===== config.mk =====
export PLATFORM = sky130hd
export DESIGN_NAME = sti_load_scheduler
export DESIGN_NICKNAME = d
export VERILOG_FILES = /design/src/rtl/sti_load_scheduler.sv
export SDC_FILE = /design/constraint.sdc
export NUM_CORES = 1
export LEC_CHECK = 0
export ABC_AREA = 1
export BUFFER_PORTS_ARGS = -buffer_cell sky130_fd_sc_hd__buf_2
export CORE_MARGIN = 5
export CORE_UTILIZATION = 40
export DETAILED_ROUTE_END_ITERATION = 12
export HOLD_SLACK_MARGIN = 0.06
export PLACE_DENSITY = 0.66
export SETUP_SLACK_MARGIN = 0.2
export SLEW_MARGIN = 30
export SYNTH_ARGS = -nofsm -noshare
export SYNTH_HDL_FRONTEND = slang
export SYNTH_SLANG_ARGS = --single-unit

===== constraint.sdc =====
create_clock -name clk -period 2.1 [get_ports clk]
set_input_delay 0.42 -clock clk [delete_from_list [all_inputs] [get_ports clk]]
set_output_delay 0.42 -clock clk [all_outputs]
set_load 0.02 [all_outputs]

===== src/rtl/sti_load_scheduler.sv =====
// sti_load_scheduler: round-robin front end sharing one STI_DAC serializer
// between N word producers. Grants one word at a time, latches its serializer
// configuration, follows the serialization through so_valid, checks the bit
// count and finally drives pi_end until the serializer reports pixel_finish.
//
// Handshake: a producer raises req[i] with its fields stable and keeps it high
// until it sees the one-cycle gnt[i] pulse; the word is accepted on that edge
// and the producer may change or drop req[i] from the next cycle on.
module sti_load_scheduler #(
  parameter int N        = 2,
  parameter int START_TO = 8
) (
  input  logic              clk,
  input  logic              reset,
  input  logic [N-1:0]      req,
  input  logic [16*N-1:0]   req_data,
  input  logic [2*N-1:0]    req_length,
  input  logic [N-1:0]      req_fill,
  input  logic [N-1:0]      req_msb,
  input  logic [N-1:0]      req_low,
  input  logic [N-1:0]      req_last,
  input  logic              so_valid,
  input  logic              pixel_finish,
  output logic [N-1:0]      gnt,
  output logic              load,
  output logic [15:0]       pi_data,
  output logic [1:0]        pi_length,
  output logic              pi_fill,
  output logic              pi_msb,
  output logic              pi_low,
  output logic              pi_end,
  output logic              busy,
  output logic              done,
  output logic              err,
  output logic [2:0]        dbg_state
);

  localparam int TW = $clog2(START_TO + 1);

  typedef enum logic [2:0] {
    S_IDLE       = 3'd0,
    S_WAIT_START = 3'd1,
    S_WAIT_DONE  = 3'd2,
    S_GAP        = 3'd3,
    S_END        = 3'd4,
    S_FINISH     = 3'd5
  } state_t;

  state_t          state, state_d;
  logic [1:0]      ptr, ptr_d;
  logic [N-1:0]    last_seen, last_seen_d;
  logic [TW-1:0]   tcnt, tcnt_d;
  logic [5:0]      bcnt, bcnt_d;

  logic [N-1:0]    gnt_d;
  logic            load_d;
  logic [15:0]     pi_data_d;
  logic [1:0]      pi_length_d;
  logic            pi_fill_d, pi_msb_d, pi_low_d, pi_end_d;
  logic            busy_d, done_d, err_d;

  logic            any_lo, any_hi, found;
  logic [1:0]      sel_lo, sel_hi, sel;
  logic [15:0]     sel_data;
  logic [1:0]      sel_length;
  logic            sel_fill, sel_msb, sel_low;
  logic [5:0]      exp_bits;

  assign dbg_state = state;

  // Expected number of serialized bits for the word currently loaded.
  assign exp_bits = 6'({pi_length, 3'b000}) + 6'd8;

  // Round-robin pick: lowest requester at or above the pointer, else lowest overall.
  always_comb begin
    any_lo = 1'b0;
    any_hi = 1'b0;
    sel_lo = '0;
    sel_hi = '0;
    for (int i = N - 1; i >= 0; i--) begin
      if (req[i]) begin
        any_lo = 1'b1;
        sel_lo = 2'(i);
      end
      if (req[i] && (i >= int'(ptr))) begin
        any_hi = 1'b1;
        sel_hi = 2'(i);
      end
    end
    found = any_lo;
    sel   = any_hi ? sel_hi : sel_lo;
  end

  // Field mux for the selected requester.
  always_comb begin
    sel_data   = '0;
    sel_length = '0;
    sel_fill   = 1'b0;
    sel_msb    = 1'b0;
    sel_low    = 1'b0;
    for (int i = 0; i < N; i++) begin
      if (sel == 2'(i)) begin
        sel_data   = req_data[16*i +: 16];
        sel_length = req_length[2*i +: 2];
        sel_fill   = req_fill[i];
        sel_msb    = req_msb[i];
        sel_low    = req_low[i];
      end
    end
  end

  // Next-state and next-output logic; every register holds unless a state acts.
  always_comb begin
    state_d     = state;
    ptr_d       = ptr;
    last_seen_d = last_seen | req_last;
    tcnt_d      = tcnt;
    bcnt_d      = bcnt;
    gnt_d       = '0;
    load_d      = 1'b0;
    pi_data_d   = pi_data;
    pi_length_d = pi_length;
    pi_fill_d   = pi_fill;
    pi_msb_d    = pi_msb;
    pi_low_d    = pi_low;
    pi_end_d    = pi_end;
    busy_d      = busy;
    done_d      = done;
    err_d       = err;
    case (state)
      S_IDLE: begin
        if (found) begin
          for (int i = 0; i < N; i++) begin
            gnt_d[i] = (sel == 2'(i));
          end
          load_d      = 1'b1;
          pi_data_d   = sel_data;
          pi_length_d = sel_length;
          pi_fill_d   = sel_fill;
          pi_msb_d    = sel_msb;
          pi_low_d    = sel_low;
          busy_d      = 1'b1;
          ptr_d       = (int'(sel) == N - 1) ? 2'd0 : sel + 2'd1;
          tcnt_d      = '0;
          state_d     = S_WAIT_START;
        end else if (&last_seen) begin
          pi_end_d = 1'b1;
          state_d  = S_END;
        end
      end
      S_WAIT_START: begin
        if (so_valid) begin
          bcnt_d  = 6'd1;
          state_d = S_WAIT_DONE;
        end else if (tcnt == TW'(START_TO - 1)) begin
          err_d   = 1'b1;
          busy_d  = 1'b0;
          state_d = S_IDLE;
        end else begin
          tcnt_d = tcnt + 1'b1;
        end
      end
      S_WAIT_DONE: begin
        if (so_valid) begin
          bcnt_d = bcnt + 6'd1;
        end else begin
          if (bcnt != exp_bits) err_d = 1'b1;
          busy_d  = 1'b0;
          state_d = S_GAP;
        end
      end
      S_GAP: begin
        state_d = S_IDLE;
      end
      S_END: begin
        pi_end_d = 1'b1;
        if (pixel_finish) begin
          done_d  = 1'b1;
          state_d = S_FINISH;
        end
      end
      S_FINISH: begin
        pi_end_d = 1'b1;
        done_d   = 1'b1;
      end
      default: begin
        state_d = S_IDLE;
      end
    endcase
  end

  // State register.
  always_ff @(posedge clk or negedge reset) begin
    if (!reset) state <= S_IDLE;
    else        state <= state_d;
  end

  // Datapath and registered outputs.
  always_ff @(posedge clk or negedge reset) begin
    if (!reset) begin
      ptr       <= '0;
      last_seen <= '0;
      tcnt      <= '0;
      bcnt      <= '0;
      gnt       <= '0;
      load      <= 1'b0;
      pi_data   <= '0;
      pi_length <= '0;
      pi_fill   <= 1'b0;
      pi_msb    <= 1'b0;
      pi_low    <= 1'b0;
      pi_end    <= 1'b0;
      busy      <= 1'b0;
      done      <= 1'b0;
      err       <= 1'b0;
    end else begin
      ptr       <= ptr_d;
      last_seen <= last_seen_d;
      tcnt      <= tcnt_d;
      bcnt      <= bcnt_d;
      gnt       <= gnt_d;
      load      <= load_d;
      pi_data   <= pi_data_d;
      pi_length <= pi_length_d;
      pi_fill   <= pi_fill_d;
      pi_msb    <= pi_msb_d;
      pi_low    <= pi_low_d;
      pi_end    <= pi_end_d;
      busy      <= busy_d;
      done      <= done_d;
      err       <= err_d;
    end
  end

endmodule

==> run_results.csv, run 1 <==
group,metric,value,unit
route,routed_wl,5530,um
synthesis,muxShareOfSynthArea,0,
power,vdd_ir_drop_max,622,uV
critical_path,path_class,"reg -> reg",
critical_path,r2r_cells,5,
clock_tree,clock_latency,0.30,ns
power,finalPower,0.00399,W
worst_hold_path,worstHoldPathType,"in -> reg",
route,detail-route-antenna-nets,0,
grt,grt_max_degree,30,
critical_path,arrival,1.91,ns
synthesis,syn_inst,273,
cells_and_area,finalNetCount,409,
clock_tree,cts_tree,"done",
clock_tree,clock_sinks,44,
critical_path,cp-start-kind,"flip-flop",
cells_and_area,syn_to_final_growth,24.7,%
placed_design,port_buffers,80,
die,dieArea,7460,um2
route,vias_per_cell,4.73,
die,rows,27,
sta,fin_ws,0.410,ns
die,die_w,86.4,um
sta,slew_violations,0,
route,drc_errors,0,
sta,hold_viol,0,
synthesis,synth_compound_area_frac,0.176,
synthesis,synthAdderAreaFrac,0.0215,
die,io_pins,81,
sta,clock.fmax,0.592,GHz
critical_path,path_cells,"nor2_8 > nand3_4 > inv_6 > o21ai_0 > o21ai_0",
critical_path,max_stage_delay,0.50,ns
route,drtIter0Drc,85,
synthesis,synth-seq-area-share,0.472,
grt,grt_usage,0.157,
die,core,5570,um2
cells_and_area,diodes,0,
grt,grt_first_pass_wirelength,9410,um
critical_path,reg2reg_slack,0.41,ns
critical_path,end_kind,"flip-flop",
clock_tree,postCtsSetupBuffers,0,
grt,grt_pass1_vias,1990,
synthesis,synth-simple-area-share,0.245,
clock_tree,clockBufferDepth,2,
synthesis,synth_xor_area_frac,0.0113,
synthesis,syn_nets,327,
critical_path,endpoint,"pi_low",
critical_path,regToRegEndpoint,"pi_low",
critical_path,cpMostUsedCell,"o21ai_0",
critical_path,rr_startpoint,"dbg_state[1]",
synthesis,synth_area_per_cell,8.54,um2
sta,period_minus_slack,1.69,ns
synthesis,syn_area,2330,um2
synthesis,synth_edf_count,0,
synthesis,synth_cell_type_count,28,
route,vias,2026,
cells_and_area,drive_gt1_frac,0.388,
synthesis,yosys.area.top_type,"dfrtp_1",
sta,clock_skew,0.00682,ns
critical_path,cp_max_fo,24,
grt,antenna_found_initial,0,
synthesis,async_flop_share,1.00,
critical_path,crit_required,2.32,ns
synthesis,synthTopCellsByCount,"nand2_1 (72), dfrtp_1 (44), nor2_1 (39)",
sta,setup_viol,0,
route,firstDrtPassIters,4,
run,drv_cap,0,
synthesis,ys_seq_elements,44,
power,power.leakage,1.50,nW
synthesis,ys_warn_count,0,
power,powerDensity,1370,nW/um2
synthesis,synth_top_area_frac,0.472,
placed_design,gp_congestion,0.825,
clock_tree,cts_buffers,5,
synthesis,synth_top_family_by_area,"simple AND/OR/NAND/NOR gates",
status,status,"complete, no violations",
synthesis,ys_top_cells_by_area,"dfrtp_1 (47%), o21ai_2 (13%), nand2_1 (12%)",
sta,fin_crit_sh,0.805,
clock_tree,clockRootBuffer,"clkbuf_8",
die,start_util,0.418,
route,wl_per_cell,12.9,um
die,die_h,86.4,um
critical_path,critPathLaunch,"dbg_state[1]",
sta,max_slew_margin,0.726,
clock_tree,htreeDepth,2,
synthesis,synth_ff_type,"dfrtp_1",
clock_tree,clkTransAtPathRegs,0.09,ns
placed_design,preCtsSetupSlack,0.339,ns
placed_design,dp_hpwl,4140,um
sta,rsz0062_at_grt,"no",
sta,worst_pin_slew,0.411,ns
grt,grt_overflow,0,
critical_path,crit_slowest_cell,"dfrtp_1",
synthesis,yosysMostFrequentCell,"nand2_1",
sta,tns,0,ns
worst max-delay path: cells and delay by family, from the launching register on:
kind / cells / cell delay [ns]
buffers and inverters: 1 / 0.31
DFF: 1 / 0.50
and+or+nand+nor: 2 / 0.49
AOI/OAI and AO/OA: 2 / 0.30
flip-flops by register name (all words and copies together), names as in the netlist, 2 cells and up:
signal / cells
last_seen: 2
pi_length: 2
gnt: 2
pi_data: 16
bcnt: 6
tcnt: 4
dbg_state: 3
through the flow:
step                instance area (um2)  utilization  hold WS (ns)  cells
floorplan                          2330            -         0.124    273
global placement                   2790        0.500         0.365    419
detailed placement                 2790        0.500         0.374    419
CTS                                2910        0.521         0.296    428
global route                       2910        0.522         0.295    428
finish                             2910        0.522         0.306    428
kinds of logic after synthesis:
kind of cell,Yosys count
DFF,44
buffers and inverters,35
adders and majority gates,4
AOI/OAI and AO/OA,55
xor gates and xnor gates,3
and+or+nand+nor,132
report_power, final:
part | switching (W) | internal [W] | total, W
registers | 0.000238 | 0.00116 | 0.00140
logic | 0.00126 | 0.000672 | 0.00193
clock network | 0.000307 | 0.000352 | 0.000659
total | 0.00181 | 0.00218 | 0.00399
metal layers:
metal	track usage	wire length [um]	vias up
met5	0	0	-
met4	0.0496	82	0
met3	0.0637	555	8
met2	0.248	2460	81
met1	0.197	2440	901
li1	-	-	1036
final cells by class:
| class | instances | area, um2 |
|---|---|---|
| tap | 72 | 90.1 |
| fill | 546 | 2670 |
| clock buffer | 5 | 68.8 |
| sequential | 44 | 1100 |
| clock inverter | 3 | 42.5 |
| timing repair buffer | 84 | 445 |
| inverter | 26 | 103 |
| multi-input combinational | 194 | 1060 |
worst min-delay path by stage:
stage	start	endpoint	slack (ns)	cells after the start
final	req_last[1]	last_seen[1]	0.31	2
after global routing	req_last[1]	last_seen[1]	0.30	2
after CTS	req_last[1]	last_seen[1]	0.30	2
after detailed placement	reset	tcnt[1]	0.37	1
after global placement	reset	tcnt[1]	0.36	1
after floorplan	reset	bcnt[0]	0.12	0
timing repair:
action / 4_1_cts / 5_1_grt
endpoints found under the hold margin: 15 / 0
resized for setup: 0 / 1
hold buffers: 1 / 0
setup endpoints to repair: 0 / 2
placed cells by master (no fill, tap or decap), drive strengths merged:
cell type	count
nor3	1
nor2	41
o21bai	1
clkinv	1
a21oi	1
bufinv	1
o21ai	50
inv	26
or2	2
dlygate4sd3	1
nand2	74
buf	83
clkbuf	5
clkinvlp	1
nand3	13
ha	4
dfrtp	44
xnor2	1
nand4	1
o22ai	2
xor2	2
o21a	1
No activity file was read; power rests on OpenSTA's default activity.
==> inputs of run 2 (changes only) <==
- PLACE_DENSITY: 0.66 -> 0.69
- clock period: 2.1 -> 1.55 ns (I/O delays scaled with it)
==> run_results.csv, run 2 (same netlist as run 1, synthesis figures left out) <==
group,metric,value,unit
cells_and_area,finalNetCount,414,
clock_tree,clock_latency,0.30,ns
critical_path,arrival,0.99,ns
cells_and_area,multi_input_area,1090,um2
clock_tree,cts_tree,"done",
grt,grt_overflow,0,
placed_design,gp_congestion,0.812,
critical_path,crit_required,1.24,ns
die,die_h,86.4,um
route,detail-route-antenna-nets,0,
cells_and_area,syn_to_final_growth,28.0,%
critical_path,cp_max_fo,5,
sta,fin_crit_sh,0.837,
cells_and_area,reg_top3,"pi_data x16, bcnt x6, tcnt x4",
critical_path,crit_slowest_cell,"dfrtp_2",
cells_and_area,most-common-layout-cells,"buf_2 (80), nand2_1 (72), dfrtp_1 (40)",
die,dieArea,7460,um2
die,io_pins,81,
clock_tree,clockBufferDepth,2,
die,start_util,0.418,
die,die_w,86.4,um
critical_path,cp-start-kind,"flip-flop",
sta,max_slew_margin,0.817,
route,vias_per_cell,4.69,
route,wl_per_cell,12.6,um
placed_design,port_buffers,80,
status,status,"complete, no violations",
sta,slew_violations,0,
cells_and_area,largest_reg_flops,16,
grt,grt_usage,0.153,
route,drtIter0Drc,61,
sta,period_minus_slack,1.30,ns
grt,grt_pass1_vias,2121,
cells_and_area,final_common_cell,"buf_2",
critical_path,cp_num_buf_inv,1,
placed_design,placed_cell_area,2830,um2
cells_and_area,diodes,0,
sta,tns,0,ns
critical_path,max_stage_delay,0.48,ns
cells_and_area,regMostFlops,"pi_data",
cells_and_area,drive_gt1_frac,0.416,
placed_design,dp_hpwl,4090,um
grt,grt_first_pass_wirelength,9310,um
cells_and_area,post-route-cell-area,2980,um2
grt,antenna_found_initial,0,
critical_path,path_class,"reg -> out",
clock_tree,clock_sinks,44,
run,drv_cap,0,
route,drc_errors,0,
critical_path,path_cells,"buf_2",
die,core,5570,um2
clock_tree,clkTransAtPathRegs,0.09,ns
power,vdd_ir_drop_max,774,uV
die,rows,27,
route,vias,2030,
sta,hold_viol,0,
clock_tree,clockRootBuffer,"clkbuf_8",
clock_tree,htreeDepth,2,
critical_path,path_delay_family,"flip-flops",
sta,worst_pin_slew,0.273,ns
sta,rsz0062_at_grt,"yes",
grt,grt_max_degree,45,
critical_path,end_kind,"output pin",
clock_tree,cts_buffers,5,
cells_and_area,regArea,1110,um2
power,power.leakage,1.52,nW
route,firstDrtPassIters,4,
power,powerDensity,1820,nW/um2
sta,clock.fmax,0.771,GHz
cells_and_area,fillCellCount,537,
route,routed_wl,5440,um
sta,setup_viol,0,
sta,clock_skew,0.00912,ns
worst_hold_path,worstHoldPathType,"in -> reg",
[run 2: changes by cell type in the layout (fill, tap and decap cells not counted), sizes merged]
cell | before | now
buf | 83 | 88
clkbuf | 5 | 7
bufinv | 1 | 0
inv | 26 | 25
[run 2: metrics by stage]
step,utilization,worst slack [ns],hold WS [ns],instances,power [W]
global placement,0.507,0.169,0.307,423,0.00455
CTS,0.527,0.203,0.187,432,0.00542
detailed placement,0.507,0.113,0.309,423,0.00463
global route,0.535,0.165,0.188,433,0.00588
floorplan,-,0.235,0.0144,273,0.00387
finish,0.535,0.252,0.196,433,0.00542
[run 2: area by class of cell]
type / instances / area share
Clock inverter: 1 / 0.00252
Inverter: 26 / 0.0369
Clock buffer: 7 / 0.0289
Timing Repair Buffer: 89 / 0.166
Tap cell: 72 / 0.0302
Multi-Input combinational cell: 194 / 0.365
Sequential cell: 44 / 0.371
[run 2: metal layers]
metal / track usage / vias to the layer above / wire length, um / part of all wire
li1: - / 1038 / - / -
met1: 0.193 / 924 / 2420 / 0.44
met2: 0.256 / 62 / 2540 / 0.47
met3: 0.0485 / 6 / 416 / 0.076
met4: 0.0382 / 0 / 65 / 0.012
met5: 0 / - / 0 / 0
[run 2: path summary, 6_finish.rpt]
path | cells past startpoint | startpoint | endpoint | slack [ns]
worst max-delay path | 1 | dbg_state[1] | dbg_state[1] | 0.25
worst min-delay path | 2 | req_last[1] | last_seen[1] | 0.20
worst max register to register | 6 | dbg_state[1] | dbg_state[0] | 0.26
worst min register to register | 2 | err | err | 0.46
max in group asynchronous | 3 | reset | pi_length[0] | 0.80
min in group asynchronous | 3 | reset | tcnt[3] | 0.50
[run 2: worst reg2reg max path, delay by kind of cell, from the launching register on]
family                 cells  cell delay, ns
buffers and inverters      1            0.21
DFF                        1            0.49
and+or+nand+nor            5            0.55
[run 2: what timing repair did]
item,in CTS,in global routing
buffers inserted,0,1
endpoints found under the setup margin,19,17
pin swaps,0,1
hold buffers,1,0
gates resized for setup,5,8
hold endpoints to repair,44,0
[run 2: power breakdown]
group	internal [W]	leakage, nW	switching, W
registers	0.00158	0.529	0.000332
clock network	0.000363	0.0445	0.000395
logic	0.00101	0.941	0.00174
